**src/rtl/mvm_seq_ctrl.sv**
```systemverilog
// mvm_seq_ctrl: command decode, counters and strobe schedule
// for the matrix-vector multiply datapath (no data storage).
module mvm_seq_ctrl #(
    parameter int M    = 32,
    parameter int AW_A = $clog2(M*M),
    parameter int AW_X = $clog2(M)
) (
    input  logic            clk,
    input  logic            reset,
    input  logic            loadMatrix,
    input  logic            loadVector,
    input  logic            start,
    output logic            busy,
    output logic            done,
    output logic [AW_A-1:0] a_addr,
    output logic            a_wr,
    output logic [AW_X-1:0] x_addr,
    output logic            x_wr,
    output logic            acc_en,
    output logic            acc_first,
    output logic            y_wr,
    output logic [AW_X-1:0] y_wr_addr,
    output logic            y_rd_en,
    output logic [AW_X-1:0] y_rd_addr
);

    localparam logic [2:0] IDLE    = 3'd0;
    localparam logic [2:0] LOAD_A  = 3'd1;
    localparam logic [2:0] LOAD_X  = 3'd2;
    localparam logic [2:0] COMPUTE = 3'd3;
    localparam logic [2:0] FLUSH   = 3'd4;
    localparam logic [2:0] DONE    = 3'd5;
    localparam logic [2:0] OUTPUT  = 3'd6;

    localparam logic [AW_A-1:0] LAST_A   = AW_A'(M*M-1);
    localparam logic [AW_A-1:0] LAST_X   = AW_A'(M-1);
    localparam logic [AW_A-1:0] ONE      = AW_A'(1);
    localparam logic [AW_X-1:0] LAST_COL = AW_X'(M-1);

    logic [2:0]      state;
    logic [AW_A-1:0] cnt;
    logic [AW_X-1:0] col;
    logic [AW_X-1:0] row;
    logic            rd_v;
    logic            rd_first;
    logic            rd_last;
    logic [AW_X-1:0] rd_row;
    logic            wr_v;
    logic [AW_X-1:0] wr_row;

    assign col = cnt[AW_X-1:0];
    assign row = cnt[AW_A-1:AW_X];

    // Two-stage pipe behind the read counter: memory latency, then MAC.
    always_ff @(posedge clk) begin
        if (!reset) begin
            state    <= IDLE;
            cnt      <= '0;
            rd_v     <= 1'b0;
            rd_first <= 1'b0;
            rd_last  <= 1'b0;
            rd_row   <= '0;
            wr_v     <= 1'b0;
            wr_row   <= '0;
        end else begin
            rd_v     <= (state == COMPUTE);
            rd_first <= (state == COMPUTE) && (col == '0);
            rd_last  <= (state == COMPUTE) && (col == LAST_COL);
            rd_row   <= row;
            wr_v     <= rd_last;
            wr_row   <= rd_row;
            unique case (state)
                IDLE: begin
                    cnt <= '0;
                    if (loadMatrix)
                        state <= LOAD_A;
                    else if (loadVector)
                        state <= LOAD_X;
                    else if (start)
                        state <= COMPUTE;
                end
                LOAD_A, COMPUTE: begin
                    if (cnt == LAST_A) begin
                        state <= (state == COMPUTE) ? FLUSH : IDLE;
                        cnt   <= '0;
                    end else begin
                        cnt <= cnt + ONE;
                    end
                end
                LOAD_X, OUTPUT: begin
                    if (cnt == LAST_X) begin
                        state <= IDLE;
                        cnt   <= '0;
                    end else begin
                        cnt <= cnt + ONE;
                    end
                end
                FLUSH: begin
                    if (cnt == ONE) begin
                        state <= DONE;
                        cnt   <= '0;
                    end else begin
                        cnt <= cnt + ONE;
                    end
                end
                DONE: begin
                    state <= OUTPUT;
                    cnt   <= ONE;
                end
                default: begin
                    state <= IDLE;
                    cnt   <= '0;
                end
            endcase
        end
    end

    assign busy      = (state != IDLE);
    assign done      = (state == DONE);
    assign a_wr      = (state == LOAD_A);
    assign x_wr      = (state == LOAD_X);
    assign a_addr    = (a_wr || state == COMPUTE) ? cnt : '0;
    assign x_addr    = (x_wr || state == COMPUTE) ? col : '0;
    assign acc_en    = rd_v;
    assign acc_first = rd_first;
    assign y_wr      = wr_v;
    assign y_wr_addr = wr_v ? wr_row : '0;
    assign y_rd_en   = done || (state == OUTPUT);
    assign y_rd_addr = y_rd_en ? col : '0;

endmodule

```
**config.mk**
```make
export PLATFORM = sky130hd
export DESIGN_NAME = mvm_seq_ctrl
export DESIGN_NICKNAME = d
export VERILOG_FILES = /design/src/rtl/mvm_seq_ctrl.sv
export SDC_FILE = /design/constraint.sdc
export NUM_CORES = 1
export LEC_CHECK = 0
export CAP_MARGIN = 20
export CORE_MARGIN = 1.5
export CORE_UTILIZATION = 35
export DETAILED_ROUTE_END_ITERATION = 10
export GPL_TIMING_DRIVEN = 0
export PLACE_DENSITY = 0.72
export SLEW_MARGIN = 20
export SYNTH_ARGS = -nofsm -noshare
export SYNTH_HDL_FRONTEND = slang
export SYNTH_SLANG_ARGS = --single-unit
```
**constraint.sdc**
```tcl
create_clock -name clk -period 1.7 [get_ports clk]
set_input_delay 0.425 -clock clk [delete_from_list [all_inputs] [get_ports clk]]
set_output_delay 0.425 -clock clk [all_outputs]
set_load 0.01 [all_outputs]
```
# Word level (Yosys, flattened, before mapping)
# Index checks and enable logic that the tools add are counted.
dict set report word_totals {
  output_inout_bits 33
  input_bits 5
  register_bits 27
}
dict set report op_classes {
  muxes 16
  eq_ne 14
  add_sub_neg 1
  reduce_logical 11
}
# op n
set ops {}
lappend ops {{10-bit two-way mux} 4}
lappend ops {{10-bit case mux with 4 select lines} 1}
lappend ops {{3-bit two-way mux} 7}
lappend ops {{5-bit two-way mux} 3}
lappend ops {{3-bit case mux with 5 select lines} 1}
lappend ops {{10-bit by 1-bit adder with 10-bit output (second input constant)} 1}
lappend ops {{10-bit by 1-bit equality test with 1-bit output (second input constant)} 1}
lappend ops {{10-bit equality test (second input constant)} 1}
lappend ops {{10-bit by 5-bit equality test with 1-bit output (second input constant)} 1}
lappend ops {{3-bit equality test (second input constant)} 3}
lappend ops {{3-bit by 2-bit equality test with 1-bit output (second input constant)} 2}
lappend ops {{2-bit inequality test (second input constant)} 3}
lappend ops {{5-bit equality test (second input constant)} 1}
lappend ops {{5-bit logical NOT} 1}
lappend ops {{4-bit inequality test (second input constant)} 1}
lappend ops {{4-bit AND reduction} 1}
lappend ops {{2-bit OR reduction} 2}
lappend ops {{3-bit by 1-bit equality test with 1-bit output (second input constant)} 1}
lappend ops {{3-bit logical NOT} 1}
lappend ops {{1-bit logical OR} 3}
lappend ops {{3-bit nonzero test} 1}
lappend ops {{1-bit logical AND} 2}

# Depth between registers and ports, before layout
# Gate-level depths: netlist of the first run.
dict set report logic_depth {
  depth_word 4
  ltp_mapped 6
  depth_no_buf 6
}

# Worst setup path after synthesis of the first run
# OpenSTA, ideal clock, no wires.
dict set report synth_path {
  path_kind {register -> register}
  from {register cnt[0]}
  to {register cnt[2]}
  path_slack_ps 19
  arrival_time_ps 1551
  path_buffers 1
  stages_incl_launch_ff 7
  setup_ps 131
  required_time_ps 1569
  cell_sequence {dfxtp_1 ha_1 and4_1 buf_2 a31oi_4 o31ai_4 nor2_1}
}
dict set report synth_between {
  elab_chain_cells 3
}
# item line
set synth_lines {}
lappend synth_lines {{start, declared} 41} ;# logic [AW_A-1:0] cnt;
lappend synth_lines {{start signal, assigned} 87} ;# cnt <= cnt + ONE;
lappend synth_lines {{start signal, assigned} 95} ;# cnt <= cnt + ONE;
lappend synth_lines {{start signal, assigned} 103} ;# cnt <= cnt + ONE;
lappend synth_lines {{10-bit by 1-bit adder with 10-bit output, or another cell as far along} {87, 95, 103}}
lappend synth_lines {{10-bit two-way mux (on tied branches)} {99, 83, 91}}
lappend synth_lines {{10-bit case mux with 4 select lines *} 72} ;# unique case (state)
# Every way passes the cells marked *; elsewhere a longest branch is shown, timed or not.
# A chain may end at the register's enable or synchronous reset.

# Worst setup path in the final report of the first run
dict set report layout_path {
  from {register state[0]}
  to {output port y_rd_addr[2]}
}
dict set report layout_between {
  elab_chain_cells 3
}
# item line
set layout_lines {}
lappend layout_lines {{start, declared} 40} ;# logic [2:0] state;
lappend layout_lines {{start signal, assigned} 84} ;# state <= (state == COMPUTE) ? FLUSH : IDLE;
lappend layout_lines {{3-bit equality test (on tied branches)} {119, 128}}
lappend layout_lines {{1-bit logical OR *} 128} ;# assign y_rd_en = done || (state == OUTPUT);
lappend layout_lines {{5-bit two-way mux *} 129} ;# assign y_rd_addr = y_rd_en ? col : '0;
lappend layout_lines {{end, declared} 24} ;# output logic [AW_X-1:0] y_rd_addr
# Marks and branches as above.

==> results.yml, run 1 <==
status:
  status: "complete, but fails checks"
  violations: "negative setup slack"
final_layout:
  antenna_cells: 0
  area_growth_pct: 55.8
  seq_area_um2: 564
  fin_nets: 218
  drive_above_1_share_pct: 45.7
  final_area_um2: 2120
  fillCellCount: 333
  final_util_pct: 57.4
  layout.cells.non_filler: 256
  multi_input_area_um2: 881
pwr:
  finalPower_mw: 1.37
  powerDensity_nw_per_um2: 649
  vdd_ir_drop_max_v: 0.000337
  pwr-share-seq_pct: 47.8
  p_int_uw: 984
  leakagePower_nw: 0.933
  p_sw_uw: 390
  p_sw_share_pct: 28.4
  clkPwrFrac_pct: 27.6
  combPwrFrac_pct: 24.5
hold_path:
  hold_class: "flop to flop"
floorplan:
  die_area_um2: 4270
  die_height_um: 65.3
  die_w_um: 65.3
  start_util_pct: 36.8
  ios: 38
  rows: 22
  core_um2: 3690
detailed_routing:
  drt_first_pass_iters: 5
  route.detailed.drc: 0
  vias_per_cell: 4.84
  wire_per_inst_um: 13.6
  drt_wl_total_um: 3490
  drt_iter0_drc: 44
  drt.antenna.violating_nets: 0
  vias: 1238
run:
  maxCapViolCount: 0
placed_design:
  placed_cell_area_um2: 1790
  post-place-ws_ns: -0.571
  dp.cells: 233
  port_buffers: 37
  dp_hpwl_um: 2080
  routabilityCongestion: 0.780
sta:
  timing.final.crit_share_pct: 106
  slew_headroom_pct: 76.6
  setup_viol: 16
  setup_slack_ns: -0.0946
  hold_slack_ns: 0.436
  hold_viol_final: 0
  rsz0062_at_grt: "true"
  tightest_slew_ns: 0.352
  timing.fmax_mhz: 557
  tns_ns: -0.547
  fin_skew_ns: 0.00506
  slew_viol_final: 0
  min_period_ns: 1.79
logic_synthesis:
  synth-adder-area-share_pct: 3.68
  synth_nets: 157
  synth-xor-area-share_pct: 5.16
  synth-seq-cells: 27
  yosysSeqAreaShare_pct: 39.8
  synth_top_family_by_area: "simple AND/OR/NAND/NOR gates"
  syn_area_um2: 1360
  synthCells: 148
  synth_cell_type_count: 37
  yosys_warnings: 0
  synthFlopType: "dfxtp_1"
  synth_mux_area_share_pct: 0
  synth_edf_count: 0
  avgSynthCellArea_um2: 9.18
  async_reset_ff_share_pct: 0
  synth-compound-area-share_pct: 11.7
  synthSimpleGateAreaFrac_pct: 34.3
global_routing:
  grt_pass1_vias: 1210
  grt_use_total_pct: 16.6
  grt-ovfl-total: 0
  grt_max_degree: 16
  grt_antenna_before_repair: 0
  grt_pass1_wl_um: 5580
clocking:
  holdBufCountCts: 0
  htreeDepth: 1
  cts_tree: "done"
  cts.sinks: 27
  cts.clk_slew.worst_paths_ns: 0.10
  root_buffer: "clkbuf_8"
  worstSkewPairLatency_ns: 0.28
  cts_buffer_depth: 2
  cts_buffers: 3
setup_path:
  critPathLaunchType: "flop"
  arrival_ns: 1.37
  path_class: "flop to primary output"
  endpoint_kind: "primary output"
  cp.required_ns: 1.27
  cp_max_fo: 5
## Yosys cell counts (2+ instances only)
library cell	number	area (um^2)
a21boi_0	2	15.0
and2_1	26	163
and2_2	2	15.0
and3_1	11	68.8
and4_1	2	17.5
buf_2	2	10.0
buf_4	3	22.5
clkbuf_1	5	18.8
dfxtp_1	27	541
ha_1	4	50.1
inv_1	6	22.5
nand2_1	3	11.3
nand3_1	5	25.0
nand4_1	2	12.5
nor2_1	16	60.1
nor3_1	5	25.0
xnor2_1	3	26.3
xor2_1	5	43.8
## critical path, stage by stage (launching register included)
cell,delay (ns)
dfxtp_4,0.37
buf_8,0.13
xor2_4,0.20
buf_6,0.12
and3_4,0.17
buf_6,0.10
## state kept, by name, summed over array words and instances, names as in the netlist
name / count
y_wr: 1
acc_first: 1
cnt: 10
rd_last: 1
state: 3
wr_row: 5
acc_en: 1
rd_row: 5
## kinds of logic after synthesis
group	count (synthesis)
simple gates	79
flops	27
buf+inv	16
compound gates	14
xor+xnor	8
fa+ha+maj	4
## final timing paths
| path | from | endpoint | slack, ns | depth (start not counted) |
|---|---|---|---|---|
| hold reg to reg | rd_row[0] | wr_row[0] | 0.44 | 1 |
| setup / recovery | state[0] | y_rd_addr[2] | -0.09 | 5 |
| setup reg to reg | cnt[1] | cnt[5] | -0.04 | 7 |
| hold / removal | rd_row[0] | wr_row[0] | 0.44 | 1 |
## cell usage in the layout (no fill, tap or decap), drive strengths merged, types with 2 or more instances in the layout
master / Yosys / routed
nand4: 2 / 2
o311a: 2 / 2
and2: 28 / 28
clkbuf: 5 / 12
a21boi: 2 / 2
nand3: 5 / 5
nand2: 3 / 3
nor3: 5 / 5
nor2: 16 / 16
xnor2: 3 / 3
inv: 6 / 5
o21ai: 2 / 2
ha: 4 / 4
xor2: 5 / 5
and4: 3 / 3
and3: 11 / 11
a31oi: 3 / 3
dlygate4sd2: 0 / 5
clkdlybuf4s50: 0 / 7
dfxtp: 27 / 27
buf: 5 / 44
## what timing repair did
action,4_1_cts,5_1_grt
cloned,0,1
endpoints found under the setup margin,41,32
buffers inserted,15,7
pin swaps,6,12
gates resized for setup,116,44
## power by group through the flow
stage	Sequential (mW)	Clock, mW	Combinational (mW)
after detailed placement	0.666	0	0.197
final	0.657	0.380	0.337
after CTS	0.655	0.383	0.301
after floorplan	0.665	0	0.123
after global placement	0.666	0	0.196
after global routing	0.660	0.411	0.364
## metal layers
metal | up-vias | track usage, % | wire [um]
met1 | 575 | 21.6 | 1570
met3 | 5 | 2.40 | 151
met5 | - | 0 | 0
met4 | 0 | 5.47 | 44
met2 | 38 | 28.2 | 1720
li1 | 620 | - | -
## final cells by class
cell class / instances / share of cell area, %
multi-input combinational: 105 / 41.6
sequential: 27 / 26.7
timing repair buffer: 59 / 22.2
buffer: 7 / 3.19
tap: 48 / 2.84
clock buffer: 3 / 1.95
inverter: 6 / 1.36
clock inverter: 1 / 0.236
Power figures use the tool's default switching activity.
==> run 2: changes to the inputs <==
==> constraint.sdc (replaced) <==
create_clock -name clk -period 1.7 [get_ports clk]
set_input_delay 0.17 -clock clk [delete_from_list [all_inputs] [get_ports clk]]
set_output_delay 0.17 -clock clk [all_outputs]
set_load 0.02 [all_outputs]
==> run 2 against run 1 <==
  * The run still ends with negative setup slack left
  * Sequential share of layout area rose by 0.43 points
  * Fmax rose by 5.1%
  * Power shrank 3.3%
  * Register-to-register slack gained 0.03 ns
  * Critical path depth increased by 2
  * Global-route usage fell by 0.99 points
==> results.yml, run 2 (synthesized netlist as in run 1, its figures left out) <==
clocking:
  cts_buffers: 3
  cts.clk_slew.worst_paths_ns: 0.10
  htreeDepth: 1
  worstSkewPairLatency_ns: 0.28
  root_buffer: "clkbuf_8"
  cts_tree: "done"
  cts.sinks: 27
  cts_buffer_depth: 2
sta:
  tightest_slew_ns: 0.337
  timing.final.crit_share_pct: 100
  min_period_ns: 1.71
  slew_viol_final: 0
  setup_viol: 3
  rsz0062_at_grt: "true"
  hold_viol_final: 0
  timing.fmax_mhz: 586
  setup_slack_ns: -0.00721
  fin_skew_ns: 0.00775
  hold_slack_ns: 0.434
  tns_ns: -0.0143
  slew_headroom_pct: 77.5
detailed_routing:
  drt.antenna.violating_nets: 0
  route.detailed.drc: 0
  wire_per_inst_um: 13.6
  vias: 1177
  drt_first_pass_iters: 4
  drt_iter0_drc: 34
  vias_per_cell: 4.71
  drt_wl_total_um: 3400
setup_path:
  endpoint_kind: "flop"
  cp_max_fo: 4
  path_cells: "buf_6, ha_4, nor4b_4, a31oi_4, o31ai_4, clkbuf_16, nor2_2"
  path_delay_family: "compound AO/OA/AOI/OAI gates"
  r2r-end: "cnt[7]"
  max_stage_delay_ns: 0.38
  critPathLaunchType: "flop"
  crit_start: "cnt[0]"
  worst-path-buf-inv: 2
  crit_path_top_delay_cell: "dfxtp_4"
  path_class: "flop to flop"
  rr_startpoint: "cnt[0]"
  arrival_ns: 1.89
  cp.required_ns: 1.88
  reg2reg_depth: 7
  rrSetupSlack_ns: -0.007
floorplan:
  rows: 22
  start_util_pct: 36.8
  ios: 38
  die_area_um2: 4270
  die_height_um: 65.3
  die_w_um: 65.3
  core_um2: 3690
placed_design:
  dp.cells: 233
  routabilityCongestion: 0.780
  dp_hpwl_um: 2080
  placed_cell_area_um2: 1790
  port_buffers: 37
hold_path:
  hold_depth: 1
  hold_class: "flop to flop"
  min_from: "rd_row[0]"
  hold_end: "wr_row[0]"
final_layout:
  final_common_cell: "and2_1"
  fin_nets: 212
  final_util_pct: 56.1
  drive_above_1_share_pct: 33.7
  layout.cells.non_filler: 250
  final_area_um2: 2070
  final_cell_mix: "26 x and2_1, 19 x dfxtp_1, 13 x buf_4"
  area_growth_pct: 52.3
  seq_area_um2: 561
  fillCellCount: 343
  multi_input_area_um2: 830
  reg_top3: "cnt (10), rd_row (5), wr_row (5)"
  antenna_cells: 0
  largest_register_ff_count: 10
  largest-register: "cnt"
global_routing:
  grt_use_total_pct: 15.6
  grt_max_degree: 16
  use_met2_pct: 25.0
  top_usage_layer: "met2"
  grt_pass1_vias: 1123
  grt-ovfl-total: 0
  use_met1_pct: 21.2
  grt_pass1_wl_um: 5250
  grt_util_met3_pct: 2.57
  grt_antenna_before_repair: 0
pwr:
  vdd_ir_drop_max_v: 0.000329
  powerDensity_nw_per_um2: 642
  leakagePower_nw: 0.889
status:
  status: "complete, but fails checks"
  violations: "negative setup slack"
run:
  maxCapViolCount: 0
[run 2: cell types whose count changed in the layout (fill, tap and decap cells not counted), sizes merged]
cell | previous run | this run
clkbuf | 12 | 9
dlygate4sd2 | 5 | 9
clkdlybuf4s15 | 1 | 7
clkdlybuf4s50 | 7 | 12
buf | 44 | 26
[run 2: area by class of cell]
cell class / count / area share [%]
Clock buffer: 3 / 2.00
Timing Repair Buffer: 52 / 22.5
Inverter: 6 / 1.39
Tap cell: 48 / 2.90
Sequential cell: 27 / 27.1
Clock inverter: 1 / 0.242
Buffer: 8 / 3.81
Multi-Input combinational cell: 105 / 40.1
[run 2: power breakdown]
part / switching (mW) / internal (mW) / total [mW]
Combinational: 0.147 / 0.140 / 0.287
Sequential: 0.0206 / 0.643 / 0.664
Clock: 0.213 / 0.165 / 0.378
Total: 0.381 / 0.948 / 1.33
[run 2: worst max path at each step]
| stage | depth (start not counted) | slack [ns] | endpoint |
|---|---|---|---|
| finish | 7 | -0.007 | cnt[7] |
| detailed placement | 5 | -0.38 | a_addr[6] |
| CTS | 4 | -0.01 | y_rd_addr[3] |
| global placement | 5 | -0.36 | a_addr[6] |
| global route | 7 | -0.08 | cnt[7] |
| floorplan | 6 | 0.02 | cnt[2] |
[run 2: metrics by stage]
| stage | worst slack [ns] | total power [mW] |
|---|---|---|
| global route | -0.0761 | 1.39 |
| global placement | -0.358 | 0.873 |
| floorplan | 0.0188 | 0.799 |
| finish | -0.00721 | 1.33 |
| detailed placement | -0.383 | 0.874 |
| CTS | -0.0111 | 1.27 |
[run 2: metal layers]
metal  wire, um  up-vias
met5          0        -
met4         56        0
met3        161        5
met2       1630       32
met1       1550      537
li1           -      603
[run 2: timing repair]
item                                    4_1_cts  5_1_grt
cloned                                        0        1
gates resized for setup                      69       34
endpoints found under the setup margin       36       29
pin swaps                                     2        8
hold buffers                                  0        0
buffers inserted                              3       11
